## src/rtl/riscv_pkg.sv

```systemverilog
// riscv_pkg: shared datapath widths and load funct3 encodings
package riscv_pkg;
  localparam int XLEN = 32;
  localparam int REG_ADDR_W = 5;
  localparam logic [2:0] F3_LB  = 3'b000;
  localparam logic [2:0] F3_LH  = 3'b001;
  localparam logic [2:0] F3_LW  = 3'b010;
  localparam logic [2:0] F3_LBU = 3'b100;
  localparam logic [2:0] F3_LHU = 3'b101;
endpackage

```

## src/rtl/writeback_stage_if.sv

```systemverilog
// writeback_stage_if: ALU result and LSU load-return valid/ready channels
interface writeback_stage_if;
  import riscv_pkg::*;
  logic                  alu_valid;
  logic                  alu_ready;
  logic [REG_ADDR_W-1:0] alu_rd;
  logic [XLEN-1:0]       alu_data;
  logic                  lsu_valid;
  logic                  lsu_ready;
  logic [REG_ADDR_W-1:0] lsu_rd;
  logic [XLEN-1:0]       lsu_data;
  logic [2:0]            lsu_funct3;
  logic [1:0]            lsu_addr_lo;
  modport master (
    output alu_valid, alu_rd, alu_data, lsu_valid, lsu_rd, lsu_data, lsu_funct3, lsu_addr_lo,
    input  alu_ready, lsu_ready
  );
  modport slave (
    input  alu_valid, alu_rd, alu_data, lsu_valid, lsu_rd, lsu_data, lsu_funct3, lsu_addr_lo,
    output alu_ready, lsu_ready
  );
endinterface

```

## src/rtl/load_formatter.sv

```systemverilog
// load_formatter: lane select and sign/zero extension of a raw load word
module load_formatter
  import riscv_pkg::*;
(
  input  logic [XLEN-1:0] data_i,
  input  logic [2:0]      funct3_i,
  input  logic [1:0]      addr_lo_i,
  output logic [XLEN-1:0] data_o,
  output logic            err_o
);
  logic [7:0]  byte_v;
  logic [15:0] half_v;
  assign byte_v = data_i[{addr_lo_i, 3'b000} +: 8];
  assign half_v = addr_lo_i[1] ? data_i[31:16] : data_i[15:0];
  // Halves need an even offset, words an aligned one; unlisted funct3 codes are illegal
  always_comb begin
    err_o  = (funct3_i == F3_LH || funct3_i == F3_LHU) ? addr_lo_i[0] :
             (funct3_i == F3_LW) ? |addr_lo_i :
             (funct3_i == F3_LB || funct3_i == F3_LBU) ? 1'b0 : 1'b1;
    data_o = (funct3_i == F3_LB)  ? {{24{byte_v[7]}}, byte_v} :
             (funct3_i == F3_LBU) ? {24'b0, byte_v} :
             (funct3_i == F3_LH)  ? {{16{half_v[15]}}, half_v} :
             (funct3_i == F3_LHU) ? {16'b0, half_v} : data_i;
  end
endmodule

```

## src/rtl/writeback_stage.sv

```systemverilog
// writeback_stage: ALU/LSU arbitration with starvation guard, registered regfile write, instret
module writeback_stage
  import riscv_pkg::*;
#(
  parameter int STARVE_LIMIT = 4,
  parameter int INSTRET_W    = 64
) (
  input  logic                  clk,
  input  logic                  reset,
  writeback_stage_if.slave      bus,
  output logic                  reg_write_en,
  output logic [REG_ADDR_W-1:0] reg_write_dest,
  output logic [XLEN-1:0]       reg_write_data,
  output logic                  load_err,
  output logic [INSTRET_W-1:0]  instret
);
  localparam logic [3:0] LIMIT = 4'(STARVE_LIMIT);
  logic [3:0]            starve_q, starve_d;
  logic                  en_q, en_d, err_q, err_d;
  logic [REG_ADDR_W-1:0] dest_q, dest_d, rd;
  logic [XLEN-1:0]       data_q, data_d, wdata, fmt_data;
  logic [INSTRET_W-1:0]  instret_q, instret_d;
  logic                  fmt_err, alu_fire, lsu_fire, bad, retire;

  load_formatter u_fmt (
    .data_i    (bus.lsu_data),
    .funct3_i  (bus.lsu_funct3),
    .addr_lo_i (bus.lsu_addr_lo),
    .data_o    (fmt_data),
    .err_o     (fmt_err)
  );

  // ALU takes the slot when alone, or under contention once it has lost LIMIT times in a row
  assign bus.alu_ready = !bus.lsu_valid || (bus.alu_valid && starve_q == LIMIT);
  assign bus.lsu_ready = !(bus.alu_valid && bus.alu_ready);
  assign alu_fire      = bus.alu_valid && bus.alu_ready;
  assign lsu_fire      = bus.lsu_valid && bus.lsu_ready;
  assign bad           = lsu_fire && fmt_err;
  assign retire        = alu_fire || (lsu_fire && !fmt_err);
  assign rd            = alu_fire ? bus.alu_rd : bus.lsu_rd;
  assign wdata         = alu_fire ? bus.alu_data : fmt_data;

  // Next state: a bad load only raises load_err; dest/data hold unless a legal beat retires
  always_comb begin
    starve_d  = alu_fire ? 4'd0 :
                (lsu_fire && bus.alu_valid && starve_q != LIMIT) ? starve_q + 4'd1 : starve_q;
    en_d      = retire && rd != '0;
    err_d     = bad;
    dest_d    = retire ? rd : dest_q;
    data_d    = retire ? wdata : data_q;
    instret_d = instret_q + INSTRET_W'(retire);
  end

  // State registers; reset drops any in-flight write immediately
  always_ff @(posedge clk or posedge reset) begin
    if (reset) begin
      starve_q  <= '0;
      en_q      <= 1'b0;
      err_q     <= 1'b0;
      dest_q    <= '0;
      data_q    <= '0;
      instret_q <= '0;
    end else begin
      starve_q  <= starve_d;
      en_q      <= en_d;
      err_q     <= err_d;
      dest_q    <= dest_d;
      data_q    <= data_d;
      instret_q <= instret_d;
    end
  end

  assign reg_write_en   = en_q;
  assign reg_write_dest = dest_q;
  assign reg_write_data = data_q;
  assign load_err       = err_q;
  assign instret        = instret_q;
endmodule
```

## src/flat_wrapper.sv

```systemverilog
// flat-port wrapper written by rule: the top's interface ports become plain ports
module writeback_stage_flat import riscv_pkg::*;
#(
  parameter int STARVE_LIMIT = 4,
  parameter int INSTRET_W    = 64
)
  (clk, reset, reg_write_en, reg_write_dest, reg_write_data, load_err, instret, bus_alu_valid, bus_alu_rd, bus_alu_data, bus_lsu_valid, bus_lsu_rd, bus_lsu_data, bus_lsu_funct3, bus_lsu_addr_lo, bus_alu_ready, bus_lsu_ready);
  writeback_stage_if bus_i ();
  input  logic clk;
  input  logic reset;
  output logic reg_write_en;
  output logic [REG_ADDR_W-1:0] reg_write_dest;
  output logic [XLEN-1:0] reg_write_data;
  output logic load_err;
  output logic [INSTRET_W-1:0] instret;
  input wire logic [$bits(bus_i.alu_valid)-1:0] bus_alu_valid;
  input wire logic [$bits(bus_i.alu_rd)-1:0] bus_alu_rd;
  input wire logic [$bits(bus_i.alu_data)-1:0] bus_alu_data;
  input wire logic [$bits(bus_i.lsu_valid)-1:0] bus_lsu_valid;
  input wire logic [$bits(bus_i.lsu_rd)-1:0] bus_lsu_rd;
  input wire logic [$bits(bus_i.lsu_data)-1:0] bus_lsu_data;
  input wire logic [$bits(bus_i.lsu_funct3)-1:0] bus_lsu_funct3;
  input wire logic [$bits(bus_i.lsu_addr_lo)-1:0] bus_lsu_addr_lo;
  output wire logic [$bits(bus_i.alu_ready)-1:0] bus_alu_ready;
  output wire logic [$bits(bus_i.lsu_ready)-1:0] bus_lsu_ready;
  assign bus_i.alu_valid = bus_alu_valid;
  assign bus_i.alu_rd = bus_alu_rd;
  assign bus_i.alu_data = bus_alu_data;
  assign bus_i.lsu_valid = bus_lsu_valid;
  assign bus_i.lsu_rd = bus_lsu_rd;
  assign bus_i.lsu_data = bus_lsu_data;
  assign bus_i.lsu_funct3 = bus_lsu_funct3;
  assign bus_i.lsu_addr_lo = bus_lsu_addr_lo;
  assign bus_alu_ready = bus_i.alu_ready;
  assign bus_lsu_ready = bus_i.lsu_ready;
  writeback_stage #(.STARVE_LIMIT(STARVE_LIMIT), .INSTRET_W(INSTRET_W)) u_core (.clk(clk), .reset(reset), .bus(bus_i), .reg_write_en(reg_write_en), .reg_write_dest(reg_write_dest), .reg_write_data(reg_write_data), .load_err(load_err), .instret(instret));
endmodule
```

## config.mk

```make
export PLATFORM = sky130hd
export DESIGN_NAME = writeback_stage_flat
export DESIGN_NICKNAME = d
export VERILOG_FILES = /design/src/rtl/riscv_pkg.sv /design/src/rtl/writeback_stage_if.sv /design/src/rtl/load_formatter.sv /design/src/rtl/writeback_stage.sv /design/src/flat_wrapper.sv
export SDC_FILE = /design/constraint.sdc
export NUM_CORES = 1
export LEC_CHECK = 0
export CAP_MARGIN = 25
export CELL_PAD_IN_SITES_DETAIL_PLACEMENT = 1
export CELL_PAD_IN_SITES_GLOBAL_PLACEMENT = 2
export CORE_UTILIZATION = 30
export CTS_BUF_LIST = sky130_fd_sc_hd__clkbuf_16
export DETAILED_ROUTE_END_ITERATION = 6
export PLACE_DENSITY = 0.85
export SLEW_MARGIN = 25
export SYNTH_ARGS = -nofsm -noshare
export SYNTH_HDL_FRONTEND = slang
export SYNTH_SLANG_ARGS = --single-unit
```

## constraint.sdc

```tcl
create_clock -name clk -period 8 [get_ports clk]
set_input_delay 0.8 -clock clk [delete_from_list [all_inputs] [get_ports clk]]
set_output_delay 0.8 -clock clk [all_outputs]
set_load 0.05 [all_outputs]
```

## Word-level counts from Yosys, hierarchy flattened

Cells that the tools add are included.

- Flip-flop bits (word level): 107
- Output and inout port bits: 105
- Logic and storage cells: 46

- Add/subtract/negate cells: 2
- Equal/unequal tests: 6
- Shift-type cells: 1
- Multiplexer cells: 12
- Reduce and logical (&&, ||, !) cells: 19

Operators by type and width:

| kind | count |
|---|---|
| $mux 32 | 5 |
| $add 64x1->64 | 1 |
| $shiftx 32x6->8 | 1 |
| $mux 16 | 1 |
| $logic_and 1x1->1 | 8 |
| $mux 4 | 2 |
| $eq 3x3->1 const B | 2 |
| $mux 5 | 1 |
| $reduce_bool 5->1 | 1 |
| $add 4x1->4 const B | 1 |
| $eq 4x3->1 const B | 1 |
| $logic_or 1x1->1 | 4 |
| $ne 4x3->1 const B | 1 |
| $eq 3x1->1 const B | 1 |
| $eq 3x2->1 const B | 1 |
| $logic_not 1->1 | 3 |
| $logic_not 3->1 | 1 |
| $mux 1 | 3 |
| $reduce_bool 2->1 | 1 |
| $reduce_or 2->1 | 1 |

## Depth between registers and ports, before layout

- Depth in word-level cells: 10
- Mapped depth: 14
- Mapped depth without buffers: 13

## Hierarchy

Synthesis repeated with hierarchy kept, for this count alone.

- Cells, all modules: 571
- Area total of the unflattened synthesis: 5710.5 µm²

By module, submodules not included:

| module | times used | cells each | area an instance (µm²) |
|---|---|---|---|
| writeback_stage | 1 | 465 | 4933.5 |
| load_formatter | 1 | 106 | 777.0 |

## Least setup slack after synthesis

OpenSTA, ideal clock, no wires.

- Kind: input port to flip-flop
- From: in bus_alu_valid
- To: reg u_core.instret_q[58], in the netlist u_core.instret[58]
- Arrival: 3.947 ns
- Data required time: 7.918 ns
- Slack: 3.971 ns
- Cell stages on the path: 13
- Path buffers: 2
- Cells stage by stage: buf_2 inv_1 o21ai_1 o32ai_2 inv_2 buf_2 ha_1 ha_1 inv_1 nor4_2 nand4_2 nor3_2 xor2_1

- Word-level cells in the longest chain between the ends: 8

RTL lines:

| element | RTL line | text |
|---|---|---|
| start: declaration | flat_wrapper.sv:16 | `input wire logic [$bits(bus_i.alu_valid)-1:0] bus_alu_valid;` |
| $logic_and 1x1->1 (*) | writeback_stage.sv:34 | `assign bus.alu_ready = !bus.lsu_valid \|\| (bus.alu_valid && starve_q == LIMIT);` |
| $logic_or 1x1->1 (*) | writeback_stage.sv:34 |  |
| via bus_alu_ready | flat_wrapper.sv:24 | `output wire logic [$bits(bus_i.alu_ready)-1:0] bus_alu_ready;` |
| $logic_and 1x1->1 (*) | writeback_stage.sv:35, writeback_stage.sv:36 |  |
| $logic_not 1->1 | writeback_stage.sv:35 | `assign bus.lsu_ready = !(bus.alu_valid && bus.alu_ready);` |
| $logic_and 1x1->1 | writeback_stage.sv:37 | `assign lsu_fire = bus.lsu_valid && bus.lsu_ready;` |
| $logic_and 1x1->1 | writeback_stage.sv:39 | `assign retire = alu_fire \|\| (lsu_fire && !fmt_err);` |
| $logic_or 1x1->1 (*) | writeback_stage.sv:39 |  |
| $add 64x1->64 (*) | writeback_stage.sv:51 | `instret_d = instret_q + INSTRET_W'(retire);` |
| via u_core.instret_d[58] | writeback_stage.sv:22 | `logic [INSTRET_W-1:0] instret_q, instret_d;` |
| end signal: assignment | writeback_stage.sv:69 | `instret_q <= instret_d;` |
| end: declaration | writeback_stage.sv:22 |  |

The timed path passes the listed nets; every way through them passes the cells marked *.
A chain may end at the register's enable or synchronous reset.

## Worst setup path in the final report

- From: in bus_lsu_funct3[0]
- To: reg u_core.instret_q[52], in the netlist u_core.instret[52]

- Word-level cells in the longest chain between the ends: 9
- Elaborated cells on any way between the ends: 14
- Classes of those cells: add/sub: 1; eq/ne: 4; mux: 3; reduce/logical: 6

RTL lines:

| element | RTL line | text |
|---|---|---|
| start: declaration | flat_wrapper.sv:22 | `input wire logic [$bits(bus_i.lsu_funct3)-1:0] bus_lsu_funct3;` |
| $eq 3x3->1 / $logic_not 3->1 (equally long branches) | load_formatter.sv:19 | `(funct3_i == F3_LB \|\| funct3_i == F3_LBU) ? 1'b0 : 1'b1;` |
| $logic_or 1x1->1 | load_formatter.sv:19 |  |
| $mux 1 | load_formatter.sv:19 |  |
| $mux 1 | load_formatter.sv:18 | `(funct3_i == F3_LW) ? \|addr_lo_i :` |
| $mux 1 (*) | load_formatter.sv:17 | `err_o = (funct3_i == F3_LH \|\| funct3_i == F3_LHU) ? addr_lo_i[0] :` |
| $logic_not 1->1 (*) | writeback_stage.sv:39 |  |
| $logic_and 1x1->1 (*) | writeback_stage.sv:39 |  |
| $logic_or 1x1->1 (*) | writeback_stage.sv:39 |  |
| $add 64x1->64 (*) | writeback_stage.sv:51 |  |
| via u_core.instret_d[52] | writeback_stage.sv:22 |  |

Marks and branches as above.

==> results.ini <==
[placed_design]
place_hpwl_um = 14900
place.gp.congestion = 0.827
port_buffers = 187
place_area_mm2 = 0.00789

[worst_hold_path]
hp-class = reg -> reg

[cts]
cts-root-buf = clkbuf_16
cts_tree = done
cts.path.max_buffers = 2
numCtsBuffers = 9
clkLatencyLatePin_ns = 0.36
postCtsSetupRepairBufs = 0
clock-sinks = 107
clk_pin_slew_ns = 0.08
cts_resized = 0
cts-htree-levels = 3
cts-hold-fix-buffers = 0

[logic_synthesis]
yosysUniqueCellTypes = 45
synth_nets = 692
ys.flop_type = dfrtp_1
yosysWarnings = 0
synthTopCellsByArea = dfrtp_1 (46%), nand2_1 (5.5%), nor2_1 (5.3%)
ys_seq_elements = 107
syn_area_mm2 = 0.00578
ys_async_sr_fraction = 1.00
syn_area_per_cell_um2 = 9.56
syn-instance-count = 605
synth.top_cell.area_share = 0.463
ys_seq_area_frac = 0.463
post-synth-top-area-cell = dfrtp_1
synth_edf_count = 0

[cells_and_area]
drive_gt1_frac = 0.0829
nNetsFinal = 866
nFillCells = 2122
synthToLayoutAreaGrowth_pct = 41.5
final_core_util = 0.435
fin_area_mm2 = 0.00818
num_antenna_cells = 0

[setup_path]
cp_slowest_cell = clkdlybuf4s50_1
endpoint_kind = register
arrival_ns = 4.75
crit_chain = clkdlybuf4s50_1 -> or3_1 -> a21oi_1 -> o32ai_4 -> inv_2 -> ha_1 -> ha_1 -> inv_1 -> nor4_2 -> nand4_1 -> nor3_2 -> xor2_1
worstSetupStartpointType = input pin
critical_path_class = in -> reg
cp_max_fo = 27
critPathTopFamily = simple AND/OR/NAND/NOR gates
crit_path_frequent_cell = ha_1
cpPeakStageDelay_ns = 0.81
critPathBufInv = 3
required_ns = 8.29

[grt]
grt_pass1_vias = 5582
grt_antenna_before_repair = 0
gr-usage-all-layers = 0.199
grt_pass1_wl_um = 30600
grt_start_max_net_pins = 77
gr-total-overflow = 0

[sta]
finalSetupTns_ns = 0
finalHoldViolCount = 0
relSlewSlack = 0.330
setup_viol = 0
rsz0062_at_grt = no
fmax_ghz = 0.224
post-route-min-period_ns = 4.46
maxSlewViolCount = 0
worst_slew_pin_slew_ns = 1.00
finalCritPeriodShare = 0.558
fin_skew_ns = 0.0148

[drt]
wl_per_cell_um = 18.4
drtIter0Drc = 174
routed_wl_um = 19200
vias = 5362
ant_nets = 0
post_drt_via_cell_ratio = 5.14
drc = 0
firstDrtPassIters = 4

[die]
core_mm2 = 0.0188
rows = 50
ios = 188
die_area_mm2 = 0.0198
die-width_um = 141
start_util = 0.307
die_y_um = 141

[power_and_ir_drop]
total_power_mw = 1.58
clockPowerShare = 0.278
ir_drop_v = 0.000106
p_leak_nw = 3.47
powerDensity_mw_per_mm2 = 193
p_seq_frac = 0.406
switching_power_uw = 597
swShare = 0.377
p_comb_frac = 0.316
intPower_uw = 986

[run]
maxCapViolations = 0

[run_status]
status = complete, no violations

[cells in the mapped netlist, types with 2 or more instances]
cell and instances:
a311o_1 7, buf_4 2, clkbuf_1 14, o21ai_0 37, mux4_2 8, nor2b_1 2
nor3_1 15, nand2_1 84, nor4_1 5, nand4_2 3, nor4_2 5, mux2i_1 2
nand4_1 12, buf_6 2, o21ai_1 8, and3_1 2, or2_2 3, a21oi_1 18
nor2_1 81, nor4_4 6, o22ai_1 17, nand4_4 5, a31oi_1 6, inv_1 23
nand3_1 29, dfrtp_1 107, xnor2_1 31, a221oi_1 8, ha_1 4, buf_2 9
xor2_1 31, nor3_2 6
[layer usage]
| metal | vias up | global-route usage | routed length, µm |
|---|---|---|---|
| met3 | 28 | 0.0367 | 947 |
| li1 | 2471 | - | - |
| met1 | 2697 | 0.257 | 8380 |
| met4 | 0 | 0.0681 | 407 |
| met2 | 166 | 0.334 | 9480 |
| met5 | - | 0 | 0 |
[power by group through the flow]
stage / logic [mW] / registers (mW) / clock network (mW)
after floorplan: 0.129 / 0.823 / 0
after global placement: 0.497 / 0.651 / 0
after detailed placement: 0.505 / 0.655 / 0
after CTS: 0.506 / 0.644 / 0.454
after global routing: 0.531 / 0.652 / 0.470
final: 0.500 / 0.643 / 0.440
[final timing paths]
path                       slack [ns]                        end                startpoint  cells after the start
setup / recovery                 3.54         u_core.instret[52]         bus_lsu_funct3[0]                     12
hold / removal                   0.48   u_core.reg_write_data[8]  u_core.reg_write_data[8]                      2
setup reg to reg                 4.19         u_core.instret[52]        u_core.starve_q[0]                     13
hold reg to reg                  0.48   u_core.reg_write_data[8]  u_core.reg_write_data[8]                      2
max in group asynchronous        6.16  u_core.reg_write_data[31]                     reset                      3
min in group asynchronous        0.78        u_core.reg_write_en                     reset                      2
[logic make-up after synthesis]
family          count (synthesis)  synth area share
compound gates                105             0.111
simple gates                  264             0.247
xor+xnor                       62            0.0939
buf+inv                        52            0.0396
mux                            11            0.0366
fa+ha+maj                       4           0.00865
flops                         107             0.463
[sequential cells by signal (all words and copies together), names as in the netlist]
signal and count:
u_core.reg_write_data 32, u_core.starve_q 4, u_core.instret 64, u_core.reg_write_dest 5, u_core.reg_write_en 1, u_core.load_err 1
[through the flow]
stage	cells	hold WS (ns)	setup WS [ns]
4_1_cts	1044	0.493	3.55
2_1_floorplan	605	0.448	3.97
5_1_grt	1044	0.514	3.25
3_5_place_dp	1028	0.479	3.18
3_3_place_gp	1028	0.464	3.33
6_report	1044	0.483	3.54
[placed cells by master (no fill, tap or decap), types with 2 or more instances in the layout]
master / n
inv_8: 2
nand4_2: 3
nor2b_2: 2
clkdlybuf4s50_1: 187
mux4_2: 8
o22ai_1: 17
nor4_4: 6
a31oi_1: 6
nor2_1: 81
a221oi_1: 8
nor4_2: 5
nand4_4: 5
ha_1: 4
a21oi_1: 17
nor4_1: 5
o21ai_0: 37
nand4_1: 12
clkinv_4: 3
o21ai_1: 8
nor3_1: 15
and3_1: 2
xor2_1: 31
or2_2: 3
nor3_2: 6
xnor2_1: 31
dfrtp_1: 107
clkbuf_16: 9
nand3_1: 29
inv_1: 22
mux2i_1: 2
nand2_1: 84
a311o_1: 7
buf_4: 3
[tightest hold or removal path: cells and delay by family (launching register included)]
kind | cells | cell delay, ns
flip-flops | 1 | 0.34
AND/OR/NAND/NOR | 1 | 0.05
AO/OA/AOI/OAI | 1 | 0.06
[cell type report]
cell class / count / area (µm²) / area share
multi-input cells: 446 / 2900 / 0.354
well taps: 260 / 325 / 0.0397
inverters: 24 / 92.6 / 0.0113
repair buffers: 191 / 1910 / 0.233
clock inverters: 7 / 60.1 / 0.00734
clock buffers: 9 / 225 / 0.0275
flip-flops and latches: 107 / 2680 / 0.327
Note: power is estimated with default switching activity, not from simulation.
